[src/rtl/alu_pkg.sv]
// Shared alu definitions: control codes, flag bit positions and the legality check.
package alu_pkg;

  localparam int unsigned CTRL_W = 4;
  localparam int unsigned FLAG_W = 5;

  localparam int unsigned FLAG_EQ   = 0;
  localparam int unsigned FLAG_GTEU = 1;
  localparam int unsigned FLAG_LTU  = 2;
  localparam int unsigned FLAG_GTES = 3;
  localparam int unsigned FLAG_LTS  = 4;

  typedef enum logic [CTRL_W-1:0] {
    ALU_ADD  = 4'b0000,
    ALU_SLL  = 4'b0001,
    ALU_SLT  = 4'b0010,
    ALU_SLTU = 4'b0011,
    ALU_XOR  = 4'b0100,
    ALU_SRL  = 4'b0101,
    ALU_OR   = 4'b0110,
    ALU_AND  = 4'b0111,
    ALU_SUB  = 4'b1000,
    ALU_SRA  = 4'b1101
  } alu_ctrl_e;

  function automatic logic alu_ctrl_legal(input logic [CTRL_W-1:0] ctrl);
    return (ctrl <= 4'd8) || (ctrl == 4'd13);
  endfunction

endpackage

[src/rtl/alu.sv]
// Combinational RV32 alu; illegal control codes produce a zero result.
module alu
  import alu_pkg::*;
#(
  parameter int unsigned DATA_W = 32
) (
  input  logic [DATA_W-1:0] a_i,
  input  logic [DATA_W-1:0] b_i,
  input  logic [CTRL_W-1:0] ctrl_i,
  output logic [DATA_W-1:0] res_o,
  output logic [FLAG_W-1:0] flags_o
);

  localparam int unsigned SH_W = $clog2(DATA_W);

  logic [SH_W-1:0] shamt;
  logic            lts;
  logic            ltu;

  assign shamt = b_i[SH_W-1:0];
  assign lts   = $signed(a_i) < $signed(b_i);
  assign ltu   = a_i < b_i;

  always_comb begin
    res_o = '0;
    case (ctrl_i)
      ALU_ADD:  res_o = a_i + b_i;
      ALU_SLL:  res_o = a_i << shamt;
      ALU_SLT:  res_o = DATA_W'(lts);
      ALU_SLTU: res_o = DATA_W'(ltu);
      ALU_XOR:  res_o = a_i ^ b_i;
      ALU_SRL:  res_o = a_i >> shamt;
      ALU_OR:   res_o = a_i | b_i;
      ALU_AND:  res_o = a_i & b_i;
      ALU_SUB:  res_o = a_i - b_i;
      ALU_SRA:  res_o = DATA_W'($signed(a_i) >>> shamt);
      default:  res_o = '0;
    endcase
  end

  always_comb begin
    flags_o            = '0;
    flags_o[FLAG_LTS]  = lts;
    flags_o[FLAG_GTES] = ~lts;
    flags_o[FLAG_LTU]  = ltu;
    flags_o[FLAG_GTEU] = ~ltu;
    flags_o[FLAG_EQ]   = (res_o == '0);
  end

endmodule

[src/rtl/alu_arbiter.sv]
// Round-robin sharing of one alu between two requesters with a single registered result slot.
module alu_arbiter
  import alu_pkg::*;
#(
  parameter int unsigned DATA_W = 32,
  parameter int unsigned TAG_W  = 4
) (
  input  logic              clk_w_i,
  input  logic              rst_w_i_l,
  input  logic              req0_valid_w_i,
  output logic              req0_ready_w_o,
  input  logic [DATA_W-1:0] req0_a_w_i,
  input  logic [DATA_W-1:0] req0_b_w_i,
  input  logic [CTRL_W-1:0] req0_ctrl_w_i,
  input  logic [TAG_W-1:0]  req0_tag_w_i,
  input  logic              req1_valid_w_i,
  output logic              req1_ready_w_o,
  input  logic [DATA_W-1:0] req1_a_w_i,
  input  logic [DATA_W-1:0] req1_b_w_i,
  input  logic [CTRL_W-1:0] req1_ctrl_w_i,
  input  logic [TAG_W-1:0]  req1_tag_w_i,
  output logic              resp0_valid_w_o,
  input  logic              resp0_ready_w_i,
  output logic              resp1_valid_w_o,
  input  logic              resp1_ready_w_i,
  output logic [DATA_W-1:0] resp_res_w_o,
  output logic [FLAG_W-1:0] resp_flags_w_o,
  output logic [TAG_W-1:0]  resp_tag_w_o,
  output logic              resp_err_w_o
);

  logic              slot_valid_q, slot_valid_d;
  logic              owner_q, owner_d;
  logic              rr_q, rr_d;
  logic [DATA_W-1:0] res_q, res_d;
  logic [FLAG_W-1:0] flags_q, flags_d;
  logic [TAG_W-1:0]  tag_q, tag_d;
  logic              err_q, err_d;

  logic              owner_ready;
  logic              slot_free;
  logic              grant0, grant1;
  logic [DATA_W-1:0] mux_a, mux_b;
  logic [CTRL_W-1:0] mux_ctrl;
  logic [TAG_W-1:0]  mux_tag;
  logic [DATA_W-1:0] alu_res;
  logic [FLAG_W-1:0] alu_flags;

  // Grant logic: gated by reset so nothing is accepted while the block is held in reset.
  always_comb begin
    owner_ready = owner_q ? resp1_ready_w_i : resp0_ready_w_i;
    slot_free   = ~slot_valid_q | owner_ready;
    grant0      = 1'b0;
    grant1      = 1'b0;
    if (rst_w_i_l && slot_free) begin
      if (req0_valid_w_i && req1_valid_w_i) begin
        grant0 = ~rr_q;
        grant1 = rr_q;
      end else begin
        grant0 = req0_valid_w_i;
        grant1 = req1_valid_w_i;
      end
    end
  end

  assign req0_ready_w_o = grant0;
  assign req1_ready_w_o = grant1;

  assign mux_a    = grant1 ? req1_a_w_i    : req0_a_w_i;
  assign mux_b    = grant1 ? req1_b_w_i    : req0_b_w_i;
  assign mux_ctrl = grant1 ? req1_ctrl_w_i : req0_ctrl_w_i;
  assign mux_tag  = grant1 ? req1_tag_w_i  : req0_tag_w_i;

  alu #(.DATA_W(DATA_W)) u_alu (
    .a_i     (mux_a),
    .b_i     (mux_b),
    .ctrl_i  (mux_ctrl),
    .res_o   (alu_res),
    .flags_o (alu_flags)
  );

  // Slot update: a grant reloads the slot, otherwise an owner drain empties it.
  always_comb begin
    slot_valid_d = slot_valid_q;
    owner_d      = owner_q;
    rr_d         = rr_q;
    res_d        = res_q;
    flags_d      = flags_q;
    tag_d        = tag_q;
    err_d        = err_q;
    if (grant0 || grant1) begin
      slot_valid_d = 1'b1;
      owner_d      = grant1;
      rr_d         = grant0;
      res_d        = alu_res;
      flags_d      = alu_flags;
      tag_d        = mux_tag;
      err_d        = ~alu_ctrl_legal(mux_ctrl);
    end else if (slot_valid_q && owner_ready) begin
      slot_valid_d = 1'b0;
    end
  end

  always_ff @(posedge clk_w_i or negedge rst_w_i_l) begin
    if (!rst_w_i_l) begin
      slot_valid_q <= 1'b0;
      owner_q      <= 1'b0;
      rr_q         <= 1'b0;
      res_q        <= '0;
      flags_q      <= '0;
      tag_q        <= '0;
      err_q        <= 1'b0;
    end else begin
      slot_valid_q <= slot_valid_d;
      owner_q      <= owner_d;
      rr_q         <= rr_d;
      res_q        <= res_d;
      flags_q      <= flags_d;
      tag_q        <= tag_d;
      err_q        <= err_d;
    end
  end

  assign resp0_valid_w_o = slot_valid_q & ~owner_q;
  assign resp1_valid_w_o = slot_valid_q & owner_q;
  assign resp_res_w_o    = res_q;
  assign resp_flags_w_o  = flags_q;
  assign resp_tag_w_o    = tag_q;
  assign resp_err_w_o    = err_q;

endmodule
[config.mk]
export PLATFORM = sky130hd
export DESIGN_NAME = alu_arbiter
export DESIGN_NICKNAME = d
export VERILOG_FILES = /design/src/rtl/alu_pkg.sv /design/src/rtl/alu.sv /design/src/rtl/alu_arbiter.sv
export SDC_FILE = /design/constraint.sdc
export NUM_CORES = 1
export LEC_CHECK = 0
export CORE_MARGIN = 4
export CORE_UTILIZATION = 30
export CTS_BUF_LIST = sky130_fd_sc_hd__clkbuf_8
export DETAILED_ROUTE_END_ITERATION = 7
export GPL_ROUTABILITY_DRIVEN = 0
export PLACE_DENSITY = 0.5
export SLEW_MARGIN = 5
export SYNTH_ARGS = -nofsm -noshare
export SYNTH_HDL_FRONTEND = slang
export SYNTH_SLANG_ARGS = --single-unit
[constraint.sdc]
create_clock -name clk_w_i -period 8.2 [get_ports clk_w_i]
set_input_delay 1.23 -clock clk_w_i [delete_from_list [all_inputs] [get_ports clk_w_i]]
set_output_delay 1.23 -clock clk_w_i [all_outputs]
set_load 0.005 [all_outputs]
Word level (Yosys, flattened, before mapping)
Index checks and enable logic that the tools add are counted.

Add/subtract/negate cells: 2. Shifts and indexed selects: 3. Reduce and logical (&&, ||, !) cells: 8. Equal/unequal tests: 9. Bitwise operators: 12. Magnitude comparators: 3. Multiplexer cells: 12.

Operator list (count): one-hot mux 32 bit (10 select lines) (1); < comparator 32 bit (2); 2-to-1 mux 32 bit (2); adder 32 bit (1); AND 32 bit (1); logical NOT 32 bit (1); bitwise OR 32 bit (1); left shift 32 x 5 -> 32 bit (1); >> shifter 32 x 5 -> 32 bit (1); >>> shifter 32 x 5 -> 32 bit (1); subtractor 32 bit (1); bitwise XOR 32 bit (1); equality test 4 x 3 -> 1 bit (second input constant) (4); equality test 4 x 2 -> 1 bit (second input constant) (2); equality test 4 bit (second input constant) (2); 2-to-1 mux 4 bit (2); 2-to-1 mux 1 bit (7); NOT 1 bit (6); equality test 4 x 1 -> 1 bit (second input constant) (1); less-or-equal comparator 4 bit (second input constant) (1); logical NOT 4 bit (1); logical AND 1 bit (3); AND 1 bit (2); logical OR 1 bit (2); 2 further kinds (2).

Flip-flop bits (word level): 45. Output and inout bits: 46. Logic and storage cells: 56.

Longest topological paths before layout
Depth after elaboration: 8. Mapped depth: 29. Mapped depth without buffers: 20.

Modules after synthesis
From an unflattened synthesis, not the netlist that was laid out.

Cells, all modules: 1605. Area total of the unflattened synthesis: 12205.5 µm².

By module, submodules not included: alu (instances 1, area an instance 9497.9 µm², sequential area each 0.0 µm², cells each 1403); alu_arbiter (instances 1, area an instance 2707.6 µm², sequential area each 1126.1 µm², cells each 202).

Least setup slack after synthesis
OpenSTA, ideal clock, no wires.

Kind: in2reg. Start: input resp1_ready_w_i. End: register flags_q[0], in the netlist resp_flags_w_o[0]. Stages: 26. Required time: 8.108 ns. Path slack: 1.124 ns. Arrival: 6.984 ns. Buffers on the path: 9. Cells stage by stage: mux2i_1 > a211o_1 > buf_6 > buf_8 > buf_4 > buf_2 > buf_2 > buf_2 > buf_1 > clkbuf_1 > clkbuf_1 > nand2_1 > nand2_1 > inv_1 > ha_1 > fa_1 > or4_1 > o22a_1 > o21ai_0 > a31oi_1 > nor3_1 > nor2_1 > o21ba_2 > a31o_2 > or4_1 > o31ai_2.

Word-level cells in the longest chain between the ends: 8.

RTL lines: from (decl) (line alu_arbiter.sv:25) `input logic resp1_ready_w_i,`; 2-to-1 mux 1 bit (*) (line alu_arbiter.sv:51) `owner_ready = owner_q ? resp1_ready_w_i : resp0_ready_w_i;`; bitwise OR 1 bit (*) (line alu_arbiter.sv:52) `slot_free = ~slot_valid_q | owner_ready;`; logical AND 1 bit (*) (line alu_arbiter.sv:55) `if (rst_w_i_l && slot_free) begin`; 2-to-1 mux 1 bit (line alu_arbiter.sv:55); 2-to-1 mux 32 bit, or another cell as far along (line alu_arbiter.sv:69) `assign mux_a = grant1 ? req1_a_w_i : req0_a_w_i;`; subtractor 32 bit, or another cell as far along (line alu.sv:35) `ALU_SUB: res_o = a_i - b_i;`; one-hot mux 32 bit (10 select lines) (line alu.sv:26) `case (ctrl_i)`; logical NOT 32 bit (line alu.sv:47) `flags_o[FLAG_EQ] = (res_o == '0);`; to (signal assigned) (line alu_arbiter.sv:118) `flags_q <= flags_d;`; to (decl) (line alu_arbiter.sv:36) `logic [FLAG_W-1:0] flags_q, flags_d;`.

Every way passes the cells marked *; elsewhere a longest branch is shown, timed or not. A chain may end at the register's enable or synchronous reset.

Final worst setup path
Start: input req0_valid_w_i. End: register flags_q[0], in the netlist resp_flags_w_o[0].

Word-level cells in the longest chain between the ends: 7.

RTL lines: from (decl) (line alu_arbiter.sv:10) `input logic req0_valid_w_i,`; logical AND 1 bit (line alu_arbiter.sv:56) `if (req0_valid_w_i && req1_valid_w_i) begin`; 2-to-1 mux 1 bit (line alu_arbiter.sv:56); 2-to-1 mux 1 bit (line alu_arbiter.sv:55); 2-to-1 mux 32 bit, or another cell as far along (line alu_arbiter.sv:69); subtractor 32 bit, or another cell as far along (line alu.sv:35); one-hot mux 32 bit (10 select lines) (line alu.sv:26); logical NOT 32 bit (line alu.sv:47).

Parallel ways exist; a longest one is shown, timed or not.

==> key figures <==
Synthesis
  – Primary flip-flop cell chosen by synthesis mapping: sky130_fd_sc_hd__dfrtp_1
  – Number of synthesized flops with an enable pin: 0
  – Portion of synthesized cell area occupied by the leading cell type: 12.0%
  – Average size of a mapped cell: 7.03 sq um
  – Async set or reset register ratio after synthesis: 100%
  – Net count after synthesis: 2452
  – Distinct cell type count after synthesis: 94
  – Synth area leader: sky130_fd_sc_hd__mux2i_1
  – Largest cells by area after synthesis: sky130_fd_sc_hd__mux2i_1 12%, sky130_fd_sc_hd__nand2_1 9.6%, sky130_fd_sc_hd__ha_1 8.1%
  – Register bit count reported by yosys: 45
  – Number of warnings reported in the yosys synthesis log: 0
  – Sequential fraction of the synthesis area: 7.28%
  – Ranking of synthesized cells by instance count: 394 x sky130_fd_sc_hd__nand2_1, 185 x sky130_fd_sc_hd__mux2i_1, 184 x sky130_fd_sc_hd__nor2_1
  – Leading cell type by number of instances after synthesis: sky130_fd_sc_hd__nand2_1
  – Synth Cell Area: 0.0155 sq mm
  – Gate count after technology mapping: 2200

Global routing
  – Met1 GRT Util: roughly 37%
  – Global route overflow: 0
  – Via count of the first global-routing pass: 17756
  – Global routing met3 resource utilization: 6.67%
  – Overall fraction of global-route tracks in use: about 28%
  – Largest net degree at the start of global routing: approximately 120
  – First-pass GRT wire length: 122000 microns
  – Most Crowded Layer GR: met2
  – Met2 Track Usage GR: 42.6%
  – Antenna violations before repair: 3

Timing
  – Max-Slew Margin vs Limit: roughly 18%
  – Post-layout minimum cycle time: 7.16 ns
  – Worst clock skew: 0.00914 ns
  – Unrepaired setup endpoints after global routing: false
  – Final-report max-slew violation count: 0
  – Final count of hold timing violations: 0
  – Setup-failing EPs final: 0
  – Actual transition at the worst max-transition pin: around 1.2 ns
  – Highest achievable clock rate: 0.140 GHz
  – Final worst path period share: 87.3%
  – Smallest hold slack: 0.479 ns
  – Summed negative setup slack over all endpoints: 0 ns

Clocking
  – Library cell used as clock root buffer: sky130_fd_sc_hd__clkbuf_8
  – Clock buffer count from CTS: 5
  – Longest Clk Path Bufs: 2
  – Clock-pin slew reported for the worst setup and hold paths after clock tree synthesis: about 0.10 ns
  – CTS resizes: 0
  – Post-CTS setup repair buffer count: 0
  – Number of H-tree levels: 2
  – Clock Latency Late Sink: 0.31 ns
  – Count of hold buffers inserted by post-cts repair: 0
  – Number of clock sinks: 45
  – TritonCTS clock tree: built

Setup path
  – Number of cell instances on the worst register-to-register path: 16
  – WP data arrival: 7.39 ns
  – Capturing element type of the critical path: flip-flop
  – Largest fanout on the critical path: 67
  – WP depth: 17
  – Crit path kind: in2reg
  – CP Data Required Time: ~8.4 ns
  – Element type at the critical path start: input port
  – Cell type of the slowest stage on the worst timing path: sky130_fd_sc_hd__or4_1
  – Cells along the critical path: clkdlybuf4s50_1 -> nor2b_1 -> a211o_4 -> inv_6 -> o21ai_0 -> ha_1 -> fa_1 -> or4_1 -> o22a_1 -> o21ai_0 -> a31oi_1 -> nor3_1 -> nor2_1 -> o21ba_2 -> a31o_2 -> or4_1 -> o31ai_2
  – Delay-heaviest family, CP: compound AO/OA/AOI/OAI gates
  – Crit path buffers/inverters: 2
  – CP max stage delay: 0.58 ns

Final layout
  – Number of filler cells placed in the layout: 5425
  – Count of placed standard cells in the final layout, fillers left out: 2950
  – Layout net count: 2529
  – Antenna diode count: 0
  – Core Util, Final: a little over a third
  – Growth of design area from synthesis to finish: 15.8%
  – Fraction of layout instances using a drive strength above 1: under 10%

Drt
  – Detailed router's first-iteration violation count: 2597
  – Via Count: 18882
  – Antenna Nets Post-Route: 0
  – Routed wirelength normalized by instance count: about 28 microns
  – First-pass iteration count of the detailed router: 7
  – Ratio of routed vias to standard cells: 6.40
  – WL final: 83100 microns
  – Number of remaining DRC errors: 0

Floorplan
  – Die Outline Area: 0.0552 sq mm
  – Row cnt: 82
  – Effective utilization at floorplan: a little under a third
  – Die Span X: 235 microns
  – Top-level port count: 196
  – Floorplan Core Area: 0.0506 sq mm
  – Die outline height: 235 microns

Hold path
  – Cells on Worst Hold Path: 2
  – Classification of the worst-slack hold path: reg2reg

Power and ir drop
  – IR Drop Worst-Case VDD: around 0.00009 V
  – Design Power: 2840 uW
  – Cell leakage power: 0.00749 uW
  – Ratio of total power to cell area: ~160 mW/mm^2

Placement
  – Port-buffer cells: 195
  – DPL Wire Length: roughly 64000 microns
  – Total instance count after detailed placement: 2942

Flow run
  – MaxCap Viol Count: 0

Outcome
  – Status: completed
-- worst reg2reg max path, cell delays in order (launching register included) --
cell	delay, ns
sky130_fd_sc_hd__dfrtp_1	0.42
sky130_fd_sc_hd__mux2i_1	0.16
sky130_fd_sc_hd__a211o_4	0.43
sky130_fd_sc_hd__inv_6	0.51
sky130_fd_sc_hd__o21ai_0	0.36
sky130_fd_sc_hd__ha_1	0.33
sky130_fd_sc_hd__fa_1	0.55
sky130_fd_sc_hd__or4_1	0.58
sky130_fd_sc_hd__o22a_1	0.28
sky130_fd_sc_hd__o21ai_0	0.40
sky130_fd_sc_hd__a31oi_1	0.31
sky130_fd_sc_hd__nor3_1	0.49
sky130_fd_sc_hd__nor2_1	0.10
sky130_fd_sc_hd__o21ba_2	0.24
sky130_fd_sc_hd__a31o_2	0.26
sky130_fd_sc_hd__or4_1	0.52
sky130_fd_sc_hd__o31ai_2	0.18
-- cells by family (layout without fill, tap and decap cells) --
group	Yosys count	after routing	share of synthesized area [%]
flip-flops	45	45	7.28
XOR/XNOR	18	18	1.02
AND/OR/NAND/NOR	822	822	23.6
buffers and inverters	276	354	7.99
adder cells (fa/ha/maj)	102	102	8.35
AO/OA/AOI/OAI	616	616	26.4
multiplexers	321	321	25.3
-- placed cells by master (no fill, tap or decap), drive strengths merged, types with 17 or more instances in the layout --
cell	instances
dfrtp	45
ha	100
a31oi	18
nor3	54
clkdlybuf4s50	190
nand2b	17
nand4	20
a221oi	19
a21o	17
inv	109
a211oi	44
mux4	44
mux2	85
o21ai	136
buf	48
xnor2	17
o31ai	17
mux2i	192
nand3	48
o211ai	41
nor2	186
a21oi	155
nand2	394
o22ai	18
-- flip-flops by register name (all words and copies together), names as in the netlist --
| signal | count |
|---|---|
| slot_valid_q | 1 |
| owner_q | 1 |
| resp_flags_w_o | 5 |
| resp_tag_w_o | 4 |
| resp_err_w_o | 1 |
| rr_q | 1 |
| resp_res_w_o | 32 |
-- final cells by class --
type	count	area (sq um)	area share [%]
clock inverters	3	25.0	0.140
inverters	108	413	2.31
well taps	672	841	4.70
flip-flops and latches	45	1130	6.29
clock buffers	5	68.8	0.385
repair buffers	238	2280	12.7
multi-input cells	1879	13100	73.4
-- where the power goes --
group | total (uW) | switching (uW) | internal [uW]
logic | 2330 | 1480 | 854
registers | 359 | 53.3 | 306
clock network | 148 | 85.5 | 62.2
total | 2840 | 1620 | 1220
-- routing by layer --
layer | routed length (microns) | up-vias
li1 | - | 8242
met1 | 32900 | 9081
met2 | 35100 | 1294
met3 | 9160 | 263
met4 | 5830 | 2
met5 | 26 | -
-- metrics by stage --
step / worst slack, ns / instance area (sq um)
CTS: 1.10 / 17900
finish: 1.04 / 17900
global route: 0.792 / 17900
detailed placement: 0.798 / 17800
global placement: 0.948 / 17800
floorplan: 1.12 / 15500
-- path summary, 6_finish.rpt --
check	start	end	slack (ns)
max in group asynchronous	rst_w_i_l	resp_res_w_o[4]$_DFFE_PN0P_	6.77
setup / recovery	req0_valid_w_i	resp_flags_w_o[0]$_DFFE_PN0P_	1.04
min in group asynchronous	rst_w_i_l	resp_res_w_o[16]$_DFFE_PN0P_	1.04
setup reg to reg	owner_q$_DFFE_PN0P_	resp_flags_w_o[0]$_DFFE_PN0P_	2.00
hold / removal	resp_res_w_o[4]$_DFFE_PN0P_	resp_res_w_o[4]$_DFFE_PN0P_	0.48
hold reg to reg	resp_res_w_o[4]$_DFFE_PN0P_	resp_res_w_o[4]$_DFFE_PN0P_	0.48
Note: power is estimated with default switching activity, not from simulation.
